File: src/rtl/ddram_pkg.sv
// Shared types and defaults for the DDR3 port arbiter.
package ddram_pkg;

    typedef enum logic [1:0] {IDLE, WR, RD, RDW} state_t;
    typedef enum logic [1:0] {CL_WR, CL_ROM, CL_SRAM} client_t;

    localparam logic [3:0]  BASE_DEF     = 4'b0011;
    localparam logic [24:0] SRAM_OFS_DEF = 25'h1F00000;

    // Byte enables for a 16-bit lane inside the 64-bit word.
    function automatic logic [7:0] be16(input logic [1:0] sel);
        return 8'b11 << {sel, 1'b0};
    endfunction

    // Pick one 16-bit lane out of a 64-bit word.
    function automatic logic [15:0] sel16(input logic [63:0] d, input logic [1:0] sel);
        return d[{sel, 4'b0000} +: 16];
    endfunction

endpackage

File: src/rtl/rom_line_cache.sv
// Single-line 64-bit ROM read cache: tag/valid/data with hit compare,
// fill from DDR3 and invalidation by flush pulse or overlapping write.
module rom_line_cache
    import ddram_pkg::*;
(
    input  logic        clk_i,
    input  logic        rst_ni,
    input  logic [21:0] lookup_tag_i,
    output logic        hit_o,
    output logic [63:0] data_o,
    input  logic        fill_i,
    input  logic [21:0] fill_tag_i,
    input  logic [63:0] fill_data_i,
    input  logic        inv_i,
    input  logic        wr_chk_i,
    input  logic [21:0] wr_tag_i
);

    logic        valid_q;
    logic [21:0] tag_q;
    logic [63:0] data_q;

    assign hit_o  = valid_q && (tag_q == lookup_tag_i);
    assign data_o = data_q;

    // Flush wins over a same-cycle fill; a write to the cached word drops the line.
    always_ff @(posedge clk_i or negedge rst_ni) begin
        if (!rst_ni) begin
            valid_q <= 1'b0;
            tag_q   <= '0;
            data_q  <= '0;
        end else begin
            if (fill_i) begin
                tag_q  <= fill_tag_i;
                data_q <= fill_data_i;
            end
            if (inv_i)
                valid_q <= 1'b0;
            else if (wr_chk_i && (wr_tag_i == tag_q))
                valid_q <= 1'b0;
            else if (fill_i)
                valid_q <= 1'b1;
        end
    end

endmodule

File: src/rtl/ddram_arbiter.sv
// Arbitrates the DDR3 Avalon port between the ROM loader, ROM reads and
// backup-RAM accesses. Loader has fixed priority, ROM/SRAM round-robin,
// ROM reads served from a one-line cache when possible.
module ddram_arbiter
    import ddram_pkg::*;
#(
    parameter logic [3:0]  BASE     = BASE_DEF,
    parameter logic [24:0] SRAM_OFS = SRAM_OFS_DEF
) (
    input  logic        clk_sys,
    input  logic        reset_n,
    input  logic        DDRAM_BUSY,
    output logic [7:0]  DDRAM_BURSTCNT,
    output logic [28:0] DDRAM_ADDR,
    output logic [63:0] DDRAM_DIN,
    output logic [7:0]  DDRAM_BE,
    output logic        DDRAM_WE,
    output logic        DDRAM_RD,
    input  logic [63:0] DDRAM_DOUT,
    input  logic        DDRAM_DOUT_READY,
    input  logic [24:0] wr_addr,
    input  logic [15:0] wr_din,
    input  logic        wr_req,
    output logic        wr_ack,
    input  logic [24:0] rom_addr,
    output logic [63:0] rom_dout,
    input  logic        rom_req,
    output logic        rom_ack,
    input  logic [15:0] sram_addr,
    input  logic [15:0] sram_din,
    output logic [15:0] sram_dout,
    input  logic        sram_we,
    input  logic        sram_req,
    output logic        sram_ack,
    input  logic        cache_inv
);

    state_t      state_q;
    client_t     client_q;
    logic        last_rom_q;
    logic        we_q, rd_q;
    logic [28:0] addr_q;
    logic [63:0] din_q;
    logic [7:0]  be_q;
    logic        wr_ack_q, rom_ack_q, sram_ack_q;
    logic [63:0] rom_dout_q;
    logic [15:0] sram_dout_q;
    logic [1:0]  sram_sel_q;

    logic        gnt_wr_d, gnt_rom_d, gnt_sram_d, hit_ack_d;
    logic        rom_hit, line_fill, inv_chk;
    logic [21:0] inv_tag;
    logic [63:0] line_data;
    logic [24:0] sram_baddr;
    logic        unused_bits;

    wire wr_pend   = wr_req   != wr_ack_q;
    wire rom_pend  = rom_req  != rom_ack_q;
    wire sram_pend = sram_req != sram_ack_q;

    assign sram_baddr  = SRAM_OFS + {9'b0, sram_addr};
    assign unused_bits = ^{rom_addr[2:0], wr_addr[0], sram_baddr[0]};

    // Pick at most one action per IDLE cycle; a hit never consumes the ROM turn.
    always_comb begin
        gnt_wr_d   = 1'b0;
        gnt_rom_d  = 1'b0;
        gnt_sram_d = 1'b0;
        hit_ack_d  = 1'b0;
        if (state_q == IDLE) begin
            if (wr_pend)                                   gnt_wr_d   = 1'b1;
            else if (rom_pend && rom_hit)                  hit_ack_d  = 1'b1;
            else if (rom_pend && (!sram_pend || !last_rom_q)) gnt_rom_d = 1'b1;
            else if (sram_pend)                            gnt_sram_d = 1'b1;
        end
    end

    assign inv_chk   = gnt_wr_d || (gnt_sram_d && sram_we);
    assign inv_tag   = gnt_wr_d ? wr_addr[24:3] : sram_baddr[24:3];
    assign line_fill = (state_q == RDW) && DDRAM_DOUT_READY && (client_q == CL_ROM);

    rom_line_cache u_cache (
        .clk_i        (clk_sys),
        .rst_ni       (reset_n),
        .lookup_tag_i (rom_addr[24:3]),
        .hit_o        (rom_hit),
        .data_o       (line_data),
        .fill_i       (line_fill),
        .fill_tag_i   (addr_q[21:0]),
        .fill_data_i  (DDRAM_DOUT),
        .inv_i        (cache_inv),
        .wr_chk_i     (inv_chk),
        .wr_tag_i     (inv_tag)
    );

    // Transaction FSM with registered command, data and handshake outputs.
    always_ff @(posedge clk_sys or negedge reset_n) begin
        if (!reset_n) begin
            state_q     <= IDLE;
            client_q    <= CL_WR;
            last_rom_q  <= 1'b0;
            we_q        <= 1'b0;
            rd_q        <= 1'b0;
            addr_q      <= '0;
            din_q       <= '0;
            be_q        <= '0;
            wr_ack_q    <= 1'b0;
            rom_ack_q   <= 1'b0;
            sram_ack_q  <= 1'b0;
            rom_dout_q  <= '0;
            sram_dout_q <= '0;
            sram_sel_q  <= '0;
        end else begin
            case (state_q)
                IDLE: begin
                    if (gnt_wr_d) begin
                        addr_q   <= {BASE, 3'b000, wr_addr[24:3]};
                        din_q    <= {4{wr_din}};
                        be_q     <= be16(wr_addr[2:1]);
                        we_q     <= 1'b1;
                        client_q <= CL_WR;
                        state_q  <= WR;
                    end else if (hit_ack_d) begin
                        rom_dout_q <= line_data;
                        rom_ack_q  <= ~rom_ack_q;
                    end else if (gnt_rom_d) begin
                        addr_q     <= {BASE, 3'b000, rom_addr[24:3]};
                        be_q       <= 8'hFF;
                        rd_q       <= 1'b1;
                        client_q   <= CL_ROM;
                        last_rom_q <= 1'b1;
                        state_q    <= RD;
                    end else if (gnt_sram_d) begin
                        addr_q     <= {BASE, 3'b000, sram_baddr[24:3]};
                        client_q   <= CL_SRAM;
                        last_rom_q <= 1'b0;
                        sram_sel_q <= sram_baddr[2:1];
                        if (sram_we) begin
                            din_q   <= {4{sram_din}};
                            be_q    <= be16(sram_baddr[2:1]);
                            we_q    <= 1'b1;
                            state_q <= WR;
                        end else begin
                            be_q    <= 8'hFF;
                            rd_q    <= 1'b1;
                            state_q <= RD;
                        end
                    end
                end
                WR: begin
                    if (!DDRAM_BUSY) begin
                        we_q    <= 1'b0;
                        state_q <= IDLE;
                        if (client_q == CL_WR) wr_ack_q   <= ~wr_ack_q;
                        else                   sram_ack_q <= ~sram_ack_q;
                    end
                end
                RD: begin
                    if (!DDRAM_BUSY) begin
                        rd_q    <= 1'b0;
                        state_q <= RDW;
                    end
                end
                RDW: begin
                    if (DDRAM_DOUT_READY) begin
                        state_q <= IDLE;
                        if (client_q == CL_ROM) begin
                            rom_dout_q <= DDRAM_DOUT;
                            rom_ack_q  <= ~rom_ack_q;
                        end else begin
                            sram_dout_q <= sel16(DDRAM_DOUT, sram_sel_q);
                            sram_ack_q  <= ~sram_ack_q;
                        end
                    end
                end
                default: state_q <= IDLE;
            endcase
        end
    end

    assign DDRAM_BURSTCNT = 8'd1;
    assign DDRAM_ADDR     = addr_q;
    assign DDRAM_DIN      = din_q;
    assign DDRAM_BE       = be_q;
    assign DDRAM_WE       = we_q;
    assign DDRAM_RD       = rd_q;
    assign wr_ack         = wr_ack_q;
    assign rom_ack        = rom_ack_q;
    assign sram_ack       = sram_ack_q;
    assign rom_dout       = rom_dout_q;
    assign sram_dout      = sram_dout_q;

endmodule

File: config.mk
export PLATFORM = sky130hd
export DESIGN_NAME = ddram_arbiter
export DESIGN_NICKNAME = d
export VERILOG_FILES = /design/src/rtl/ddram_pkg.sv /design/src/rtl/rom_line_cache.sv /design/src/rtl/ddram_arbiter.sv
export SDC_FILE = /design/constraint.sdc
export NUM_CORES = 1
export LEC_CHECK = 0
export CORE_MARGIN = 4
export CORE_UTILIZATION = 35
export DETAILED_ROUTE_END_ITERATION = 10
export DONT_BUFFER_PORTS = 1
export HOLD_SLACK_MARGIN = 0.12
export PLACE_DENSITY = 0.55
export RECOVER_POWER = 50
export SLEW_MARGIN = 20
export SYNTH_ARGS = -nofsm -noshare
export SYNTH_HDL_FRONTEND = slang
export SYNTH_HIERARCHICAL = 1
export SYNTH_SLANG_ARGS = --single-unit
File: constraint.sdc
create_clock -name clk_sys -period 3.2 [get_ports clk_sys]
set_input_delay 0.16 -clock clk_sys [delete_from_list [all_inputs] [get_ports clk_sys]]
set_output_delay 0.16 -clock clk_sys [all_outputs]
set_load 0.01 [all_outputs]
Word-level counts from Yosys, hierarchy flattened

Index checks and enable logic that the tools add are counted.

Add/subtract/negate cells: 1
Equal/unequal tests: 27
Shifts and indexed selects: 3
Muxes and demuxes: 75
Bitwise logic cells: 8
Reduce and logical (&&, ||, !) cells: 33

Operator list:

| operator                 | count |
|---|---|
| $mux W64                 | 9 |
| $pmux W64 S2             | 1 |
| $mux W29                 | 4 |
| $shiftx A64 B7 Y16       | 1 |
| $eq A22 B22 Y1           | 2 |
| $mux W8                  | 5 |
| $mux W1                  | 38 |
| $reduce_and A5 Y1        | 5 |
| $mux W2                  | 12 |
| $add A21 B17 Y22 const A | 1 |
| $mux W22                 | 1 |
| $ne A2 B2 Y1 const B     | 10 |
| $ne A3 B3 Y1 const B     | 6 |
| $shl A2 B3 Y8 const A    | 2 |
| $reduce_bool A2 Y1       | 7 |
| $reduce_and A6 Y1        | 2 |
| $reduce_and A3 Y1        | 3 |
| $not A1 Y1               | 8 |
| $pmux W1 S2              | 4 |
| $pmux W2 S4              | 1 |
| $logic_and A1 B1 Y1      | 7 |
| $reduce_bool A3 Y1       | 2 |
| $eq A2 B1 Y1 const B     | 2 |
| $eq A2 B2 Y1 const B     | 2 |
| 7 further kinds          | 12 |

Register bits: 280
Input bits: 171
Output and inout bits: 194
Logic and storage cells: 164

Logic depth before layout (Yosys ltp)

Gate-level depths: netlist (run 1).

Depth in word-level cells: 13
Gate-level depth with buffers: 12
Mapped depth without buffers: 10

Cells and area by module

Netlist (run 1), hierarchy kept.

By module, submodules not included:

| module         | instances | cells each | area each (um^2) |
|---|---|---|---|
| ddram_arbiter  | 1         | 618        | 7624.8 |
| rom_line_cache | 1         | 244        | 3828.7 |

Least setup slack after synthesis (run 1)

OpenSTA, ideal clock, no wires.

Kind: register -> register
Start: register u_cache.tag_q[18]
End: register state_q[0]
Arrival time: 2.228 ns
Setup slack: 0.845 ns
Stages on the path, launching flop included: 11
Path buffers: 2
Cells stage by stage: dfrtp_1 -> xor2_1 -> nor4_1 -> nand4_1 -> nor3_2 -> nor2b_1 -> o21a_1 -> a31o_2 -> buf_4 -> buf_6 -> or2_2

Cells in the longest elaborated chain, start to end: 10
Elaborated cells on any way between the ends: 19
Those cells by class: 3 x eq/ne; 13 x mux; 3 x reduce/logical

Ends and longest elaborated chain:

| item                   | RTL line             | RTL |
|---|---|---|
| from (decl)            | rom_line_cache.sv:20 | `logic [21:0] tag_q;` |
| from (signal assigned) | rom_line_cache.sv:34 | `tag_q <= fill_tag_i;` |
| $eq A22 B22 Y1 *       | rom_line_cache.sv:23 | `assign hit_o = valid_q && (tag_q == lookup_tag_i);` |
| $logic_and A1 B1 Y1 *  | rom_line_cache.sv:23 |  |
| via rom_hit            | ddram_arbiter.sv:51  | `logic rom_hit, line_fill, inv_chk;` |
| $logic_and A1 B1 Y1 *  | ddram_arbiter.sv:72  | `else if (rom_pend && rom_hit) hit_ack_d = 1'b1;` |
| $mux W1                | ddram_arbiter.sv:72  |  |
| $mux W1                | ddram_arbiter.sv:71  | `if (wr_pend) gnt_wr_d = 1'b1;` |
| $mux W1                | ddram_arbiter.sv:70  | `if (state_q == IDLE) begin` |
| $mux W2                | ddram_arbiter.sv:126 | `end else if (gnt_rom_d) begin` |
| $mux W2                | ddram_arbiter.sv:123 | `end else if (hit_ack_d) begin` |
| $mux W2                | ddram_arbiter.sv:116 | `if (gnt_wr_d) begin` |
| $pmux W2 S4            | ddram_arbiter.sv:114 | `case (state_q)` |
| to (signal assigned)   | ddram_arbiter.sv:122 | `state_q <= WR;` |
| to (signal assigned)   | ddram_arbiter.sv:132 | `state_q <= RD;` |
| to (signal assigned)   | ddram_arbiter.sv:142 | `state_q <= WR;` |
| to (decl)              | ddram_arbiter.sv:38  | `state_t state_q;` |

The timed path passes the listed nets; every way through them passes the cells marked *. The select of a mux whose other input is x is not followed.
A chain may end at the register's enable or synchronous reset.

Final worst setup path (run 1)

Start: register u_cache.tag_q[20]
End: register addr_q[19], in the netlist DDRAM_ADDR[19]

Cells in the longest elaborated chain, start to end: 9
Elaborated cells on any way between the ends: 18
Those cells by class: 2 x eq/ne; 12 x mux; 4 x reduce/logical

Ends and longest elaborated chain:

| item                  | RTL line             | RTL |
|---|---|---|
| $eq A22 B22 Y1 *      | rom_line_cache.sv:23 |  |
| $logic_and A1 B1 Y1 * | rom_line_cache.sv:23 |  |
| via rom_hit           | ddram_arbiter.sv:51  |  |
| $logic_and A1 B1 Y1 * | ddram_arbiter.sv:72  |  |
| $mux W1               | ddram_arbiter.sv:72  |  |
| $mux W1               | ddram_arbiter.sv:71  |  |
| $mux W1               | ddram_arbiter.sv:70  |  |
| $mux W29              | ddram_arbiter.sv:126 |  |
| $mux W29              | ddram_arbiter.sv:123 |  |
| $mux W29              | ddram_arbiter.sv:116 |  |
| to (signal assigned)  | ddram_arbiter.sv:117 | `addr_q <= {BASE, 3'b000, wr_addr[24:3]};` |
| to (signal assigned)  | ddram_arbiter.sv:127 | `addr_q <= {BASE, 3'b000, rom_addr[24:3]};` |
| to (signal assigned)  | ddram_arbiter.sv:134 | `addr_q <= {BASE, 3'b000, sram_baddr[24:3]};` |
| to (decl)             | ddram_arbiter.sv:42  | `logic [28:0] addr_q;` |

Marked as above.

==> flow_metrics.py, run 1 <==
metrics = {
    "run_status": {
        "status": "complete, but fails checks",
        "violations": "negative hold slack",
    },
    "worst_setup_path": {
        "criticalPathCategory": "reg2reg",
        "required_ps": 3610,
        "r2r_slack_ps": 130,
        "worstPathArrival_ps": 3480,
        "path_max_fanout": 9,
        "rr_worst_depth": 9,
        "startpoint_type": "flip-flop",
        "endpoint_kind": "flip-flop",
    },
    "cts": {
        "htree_levels": 1,
        "cts_sinks": 222,
        "cts_tree": "yes",
        "clkTransAtPathRegs_ps": 60,
        "worstSkewPairLatency_ps": 540,
        "hold_buffers": 153,
        "clk_path_buf_depth": 3,
        "cts_root_buf": "clkbuf_16",
        "numCtsBuffers": 27,
    },
    "floorplan": {
        "die-area_mm2": 0.0357,
        "core_area_mm2": 0.0319,
        "rows": 65,
        "dieHeight_um": 189,
        "die_w_um": 189,
        "start_util_pct": 35.9,
        "io-pin-count": 365,
    },
    "sta": {
        "hold_ws_ps": -682,
        "timing.fmax_ghz": 0.326,
        "hold_viol_final": 222,
        "fin_crit_sh_pct": 95.9,
        "slew_viol_final": 0,
        "maxSlewHeadroom_pct": 34.3,
        "rsz0062_at_grt": "true",
        "layout_setup_ws_ps": 130,
        "fin_crit_ps": 3070,
        "tns_ps": 0,
        "setup_viol": 0,
        "clock_skew_ps": 14.7,
        "worst_slew_pin_slew_ps": 986,
    },
    "finish": {
        "final_area_mm2": 0.0139,
        "nNetsFinal": 1128,
        "drive_gt1_share_pct": 37.5,
        "final_core_util_pct": 43.6,
        "syn_to_final_growth_pct": 21.3,
        "stdcell_count": 1413,
    },
    "logic_synthesis": {
        "async_flop_share_pct": 100,
        "syn_inst": 862,
        "ys.flop_type": "dfrtp_1",
        "syn_area_per_cell_um2": 13.3,
        "yosysMostFrequentCell": "mux2_2",
        "yosysTopAreaCell": "dfrtp_1",
        "yosysTopAreaCellShare_pct": 48.5,
        "seq_area_frac_synth_pct": 48.5,
        "syn-cell-area_mm2": 0.0115,
        "ys_types": 47,
        "yosys-top-cells-area": "dfrtp_1, mux2_2, buf_4",
        "ys_warn_count": 6,
        "synthTopCellsByCount": "mux2_2, dfrtp_1, buf_4, nand2_1, mux2_4",
        "synth_seq_cells": 222,
        "synth_edf_count": 0,
    },
    "placed_design": {
        "place_area_mm2": 0.0114,
        "place_ws_ps": 334,
        "port_buffers": 0,
        "dp_cells": 1210,
        "globalplace.congestion": 0.813,
        "hpwlAfterDp_mm": 21.6,
    },
    "power_and_ir_drop": {
        "leakagePower_nw": 5.94,
        "peakVddDrop_mv": 0.500,
        "fin_total_pwr_mw": 13.9,
        "powerDensity_mw_per_mm2": 1000,
    },
    "grt": {
        "grt_max_degree": 223,
        "grt_remaining_overflow": 0,
        "grt_pass1_wl_mm": 50.0,
        "grt_pass1_vias": 7687,
        "antenna_found_initial": 3,
        "grtUsageTotal_pct": 17.9,
    },
    "detailed_routing": {
        "met3_length_mm": 2.31,
        "avgRoutedWirePerCell_um": 23.3,
        "routed_via_density": 5.20,
        "dr_total_vias": 7342,
        "dr.max_layer_used": "met4",
        "met1_length_mm": 14.6,
        "drcViolationCount": 0,
        "ant_nets": 0,
        "drt_iter0_markers": 365,
        "met2WireLength_mm": 15.1,
        "totalWireLength_mm": 32.9,
        "first_pass_iters": 5,
    },
    "flow_run": {
        "maxCapViolations": 0,
    },
    "hold_path": {
        "worst_hold_path_type": "in2async",
    },
}
-- critical path, stage by stage (launching register included) --
cell,delay (ps)
dfrtp_1,410
xor2_1,190
nor4_2,330
nand4_1,240
nor3_4,300
inv_1,100
mux2i_2,260
a21oi_2,210
o221a_2,330
dlygate4sd3_1,560
-- power breakdown --
group	internal (mW)	leakage (nW)	switching [mW]	total [mW]
Combinational	2.95	2.74	1.93	4.88
Clock	1.86	0.427	1.22	3.09
Sequential	4.16	2.77	1.81	5.97
-- layout make-up --
type,count,area [um2]
sequential,222,5560
inverter,2,7.51
clock buffer,38,747
fill,2955,18000
antenna,1,2.50
timing repair buffer,173,1710
tap,435,544
clock inverter,11,141
multi-input combinational,531,5180
-- state kept, by name, indices dropped and copies added (netlist names), 2 cells and up --
register,cells
DDRAM_DIN,16
u_cache/data_o,64
rom_dout,64
DDRAM_BE,4
state_q,2
u_cache/tag_q,22
sram_sel_q,2
sram_dout,16
DDRAM_ADDR,23
client_q,2
-- per-layer routing --
layer  vias to the layer above  global-route usage [%]
met5                         -                       0
met4                         0                    4.65
met3                        55                    4.26
met2                       293                    28.5
met1                      3757                    24.7
li1                       3237                       -
-- final timing paths --
path,startpoint,to
hold reg to reg,u_cache/data_o[35]$_DFFE_PN0P_,u_cache/data_o[35]$_DFFE_PN0P_
min in group clk_sys,wr_addr[2],DDRAM_BE[3]$_DFFE_PN0P_
setup / recovery,u_cache/tag_q[20]$_DFFE_PN0P_,DDRAM_ADDR[19]$_DFFE_PN0P_
hold / removal,reset_n,DDRAM_ADDR[1]$_DFFE_PN0P_
max in group asynchronous,reset_n,u_cache/data_o[59]$_DFFE_PN0P_
setup reg to reg,u_cache/tag_q[20]$_DFFE_PN0P_,DDRAM_ADDR[19]$_DFFE_PN0P_
-- cells by family after synthesis --
| group | count (synthesis) | share of synthesized area, % |
|---|---|---|
| multiplexers | 285 | 30.5 |
| flip-flops | 222 | 48.5 |
| buffers and inverters | 120 | 7.05 |
| AND/OR/NAND/NOR | 110 | 4.56 |
| AO/OA/AOI/OAI | 72 | 5.20 |
| XOR/XNOR | 51 | 4.10 |
| other | 2 | 0.0656 |
-- cell usage in the layout (no fill, tap or decap), types with 4 or more instances in the layout --
cell type,count
a21o_1,4
a21oi_1,15
a221o_1,17
and3_1,4
buf_4,17
clkbuf_1,8
clkbuf_16,27
clkinv_2,4
conb_1,13
dfrtp_1,222
dlygate4sd3_1,153
mux2_2,239
mux2_4,29
mux4_2,16
nand2_1,56
nand2b_1,4
nand4_1,10
nor2_1,6
nor2b_1,4
nor3_1,7
o2111ai_1,13
o221a_2,5
or3_1,5
xnor2_1,26
xor2_1,22
-- what timing repair did --
item	4_1_cts	5_1_grt
endpoints found under the hold margin	418	222
endpoints found under the setup margin	0	38
gates resized for setup	0	7
setup buffers	0	0
Power figures use the tool's default switching activity.
==> run 2: changes to the inputs <==
--- a/config.mk
+++ b/config.mk
@@ -15,5 +15,4 @@
 export SLEW_MARGIN = 20
 export SYNTH_ARGS = -nofsm -noshare
 export SYNTH_HDL_FRONTEND = slang
-export SYNTH_HIERARCHICAL = 1
 export SYNTH_SLANG_ARGS = --single-unit
==> flow_metrics.py, run 2 <==
metrics = {
    "detailed_routing": {
        "drt_iter0_markers": 477,
        "dr_total_vias": 7459,
        "first_pass_iters": 5,
        "avgRoutedWirePerCell_um": 23.1,
        "drcViolationCount": 0,
        "totalWireLength_mm": 33.5,
        "ant_nets": 0,
        "routed_via_density": 5.14,
    },
    "worst_setup_path": {
        "rr_startpoint": "u_cache.tag_q[19]$_DFFE_PN0P_",
        "worst-path-buf-inv": 2,
        "required_ps": 3620,
        "r2r_end": "DDRAM_ADDR[11]$_DFFE_PN0P_",
        "path_max_fanout": 7,
        "r2r_slack_ps": 130,
        "worst_path_max_delay_cell": "dlygate4sd3_1",
        "crit_chain": "xnor2_1 > nand4_1 > nor4_4 > buf_4 > a21bo_2 > mux2_2 > dlygate4sd3_1 > a221o_1",
        "crit_family": "buffers and inverters",
        "rr_worst_depth": 8,
        "startpoint_type": "flip-flop",
        "endpoint_kind": "flip-flop",
        "criticalPathCategory": "reg2reg",
        "startpoint": "u_cache.tag_q[19]$_DFFE_PN0P_",
        "max_stage_delay_ps": 550,
        "worstPathArrival_ps": 3480,
    },
    "sta": {
        "rsz0062_at_grt": "false",
        "tns_ps": 0,
        "slew_viol_final": 0,
        "maxSlewHeadroom_pct": 34.1,
        "worst_slew_pin_slew_ps": 988,
        "fin_crit_sh_pct": 95.9,
        "clock_skew_ps": 15.4,
        "fin_crit_ps": 3070,
        "hold_ws_ps": -666,
        "timing.fmax_ghz": 0.326,
        "layout_setup_ws_ps": 131,
        "setup_viol": 0,
        "hold_viol_final": 222,
    },
    "logic_synthesis": {
        "async_flop_share_pct": 100,
        "yosys-top-cells-area": "dfrtp_1, mux2_2, mux2_1",
        "yosysTopAreaCell": "dfrtp_1",
        "yosysTopAreaCellShare_pct": 48.9,
        "syn-cell-area_mm2": 0.0114,
        "ys_warn_count": 0,
        "seq_area_frac_synth_pct": 48.9,
        "syn_area_per_cell_um2": 12.7,
        "syn_inst": 895,
        "synthTopCellsByCount": "dfrtp_1, mux2_2, buf_4, mux2_1, o21ai_0",
        "ys_types": 58,
        "ys.flop_type": "dfrtp_1",
        "synth_seq_cells": 222,
        "yosysMostFrequentCell": "dfrtp_1",
        "synth_edf_count": 0,
    },
    "floorplan": {
        "start_util_pct": 35.7,
        "dieHeight_um": 188,
        "rows": 65,
        "die-area_mm2": 0.0354,
        "io-pin-count": 365,
        "core_area_mm2": 0.0318,
        "die_w_um": 188,
    },
    "flow_run": {
        "maxCapViolations": 0,
    },
    "hold_path": {
        "worst_hold_path_type": "in2async",
    },
    "finish": {
        "num-fill-cells": 2968,
        "syn_to_final_growth_pct": 22.3,
        "drive_gt1_share_pct": 28.1,
        "nNetsFinal": 1168,
        "final_common_cell": "dfrtp_1",
        "final_cell_mix": "dfrtp_1, mux2_2, dlygate4sd3_1",
    },
    "cts": {
        "htree_levels": 1,
        "post_cts_buffers": 0,
        "cts_root_buf": "clkbuf_16",
        "cts_tree": "yes",
        "cts_sinks": 222,
        "hold_buffers": 156,
        "clk_path_buf_depth": 3,
        "numCtsBuffers": 26,
        "clkTransAtPathRegs_ps": 60,
        "worstSkewPairLatency_ps": 530,
    },
    "power_and_ir_drop": {
        "peakVddDrop_mv": 0.531,
        "leakagePower_nw": 6.16,
        "powerDensity_mw_per_mm2": 905,
    },
    "placed_design": {
        "port_buffers": 0,
        "globalplace.congestion": 0.861,
        "place_ws_ps": 570,
        "hpwlAfterDp_mm": 22.9,
    },
    "run_status": {
        "status": "complete, but fails checks",
        "violations": "negative hold slack",
    },
    "grt": {
        "grt_pass1_vias": 8011,
        "grtUsageTotal_pct": 18.4,
        "grt_max_degree": 223,
        "grt_remaining_overflow": 0,
        "antenna_found_initial": 3,
        "grt_pass1_wl_mm": 50.9,
    },
}
==> run 2: cell count changes in the layout (fill, tap and decap cells not counted), moves of 20 or more <==
cell,previous run,this run
mux2_1,0,50
mux2_2,239,195
o21ai_0,2,39
mux2i_1,0,30
mux2_4,29,0
nand2_1,56,36
==> run 2: report_power, final <==
part           internal [mW]  switching [mW]
Clock                   1.70            1.16
Combinational           2.54            1.75
Sequential              3.86            1.55
==> run 2: worst reg2reg max path: stages (launching register included) <==
cell           delay [ps]
dfrtp_1               440
xnor2_1               210
nand4_1               280
nor4_4                330
buf_4                 220
a21bo_2               300
mux2_2                360
dlygate4sd3_1         550
a221o_1               290
==> run 2: metrics by stage <==
step           std cells  area (um2)  hold slack, ps  util [%]  total power [mW]
2_1_floorplan        906       11400            -136         -              8.27
3_3_place_gp        1248       11500            -125      36.1              8.98
3_5_place_dp        1248       11500            -126      36.1              9.06
4_1_cts             1450       13900            -699      43.6              12.7
5_1_grt             1452       13900            -699      43.7              13.4
6_report            1452       13900            -666      43.7              12.6
==> run 2: repair_timing <==
item | 4_1_cts | 5_1_grt
endpoints found under the hold margin | 418 | 222
gates resized for setup | 0 | 4
endpoints found under the setup margin | 0 | 4
==> run 2: worst max path at each step <==
stage | end | slack (ps) | cells after the start
finish | DDRAM_ADDR[11]$_DFFE_PN0P_ | 130 | 8
global route | DDRAM_ADDR[12]$_DFFE_PN0P_ | 10 | 8
CTS | DDRAM_ADDR[11]$_DFFE_PN0P_ | 20 | 8
detailed placement | rom_dout[63]$_DFFE_PN0P_ | 570 | 7
global placement | rom_dout[63]$_DFFE_PN0P_ | 580 | 7
floorplan | rom_dout[10]$_DFFE_PN0P_ | 940 | 8
==> run 2: layer usage <==
layer  part of all wire [%]  GRT usage (%)  up-vias
met3                     11           7.35       46
li1                       -              -     3368
met2                     48           30.9      320
met5                  0.021          0.137        -
met4                    2.0           3.98        2
met1                     39           22.3     3723
==> run 2: cell type report <==
type	count	area [um2]	share of cell area, %
Tap cell	435	544	3.92
Sequential cell	222	5560	40.0
Antenna cell	2	5.00	0.0360
Clock inverter	6	33.8	0.243
Multi-Input combinational cell	555	5110	36.8
Clock buffer	40	795	5.72
Timing Repair Buffer	176	1790	12.9
Inverter	16	60.1	0.432
==> run 2: logic make-up (layout without fill, tap and decap cells) <==
family	count (synthesis)	after routing	share of synthesized area, %
other	2	15	0.0662
xor gates and xnor gates	45	45	3.47
muxes	291	291	30.1
and+or+nand+nor	103	103	4.39
buffers and inverters	129	238	6.93
DFF	222	222	48.9
AOI/OAI and AO/OA	103	103	6.07
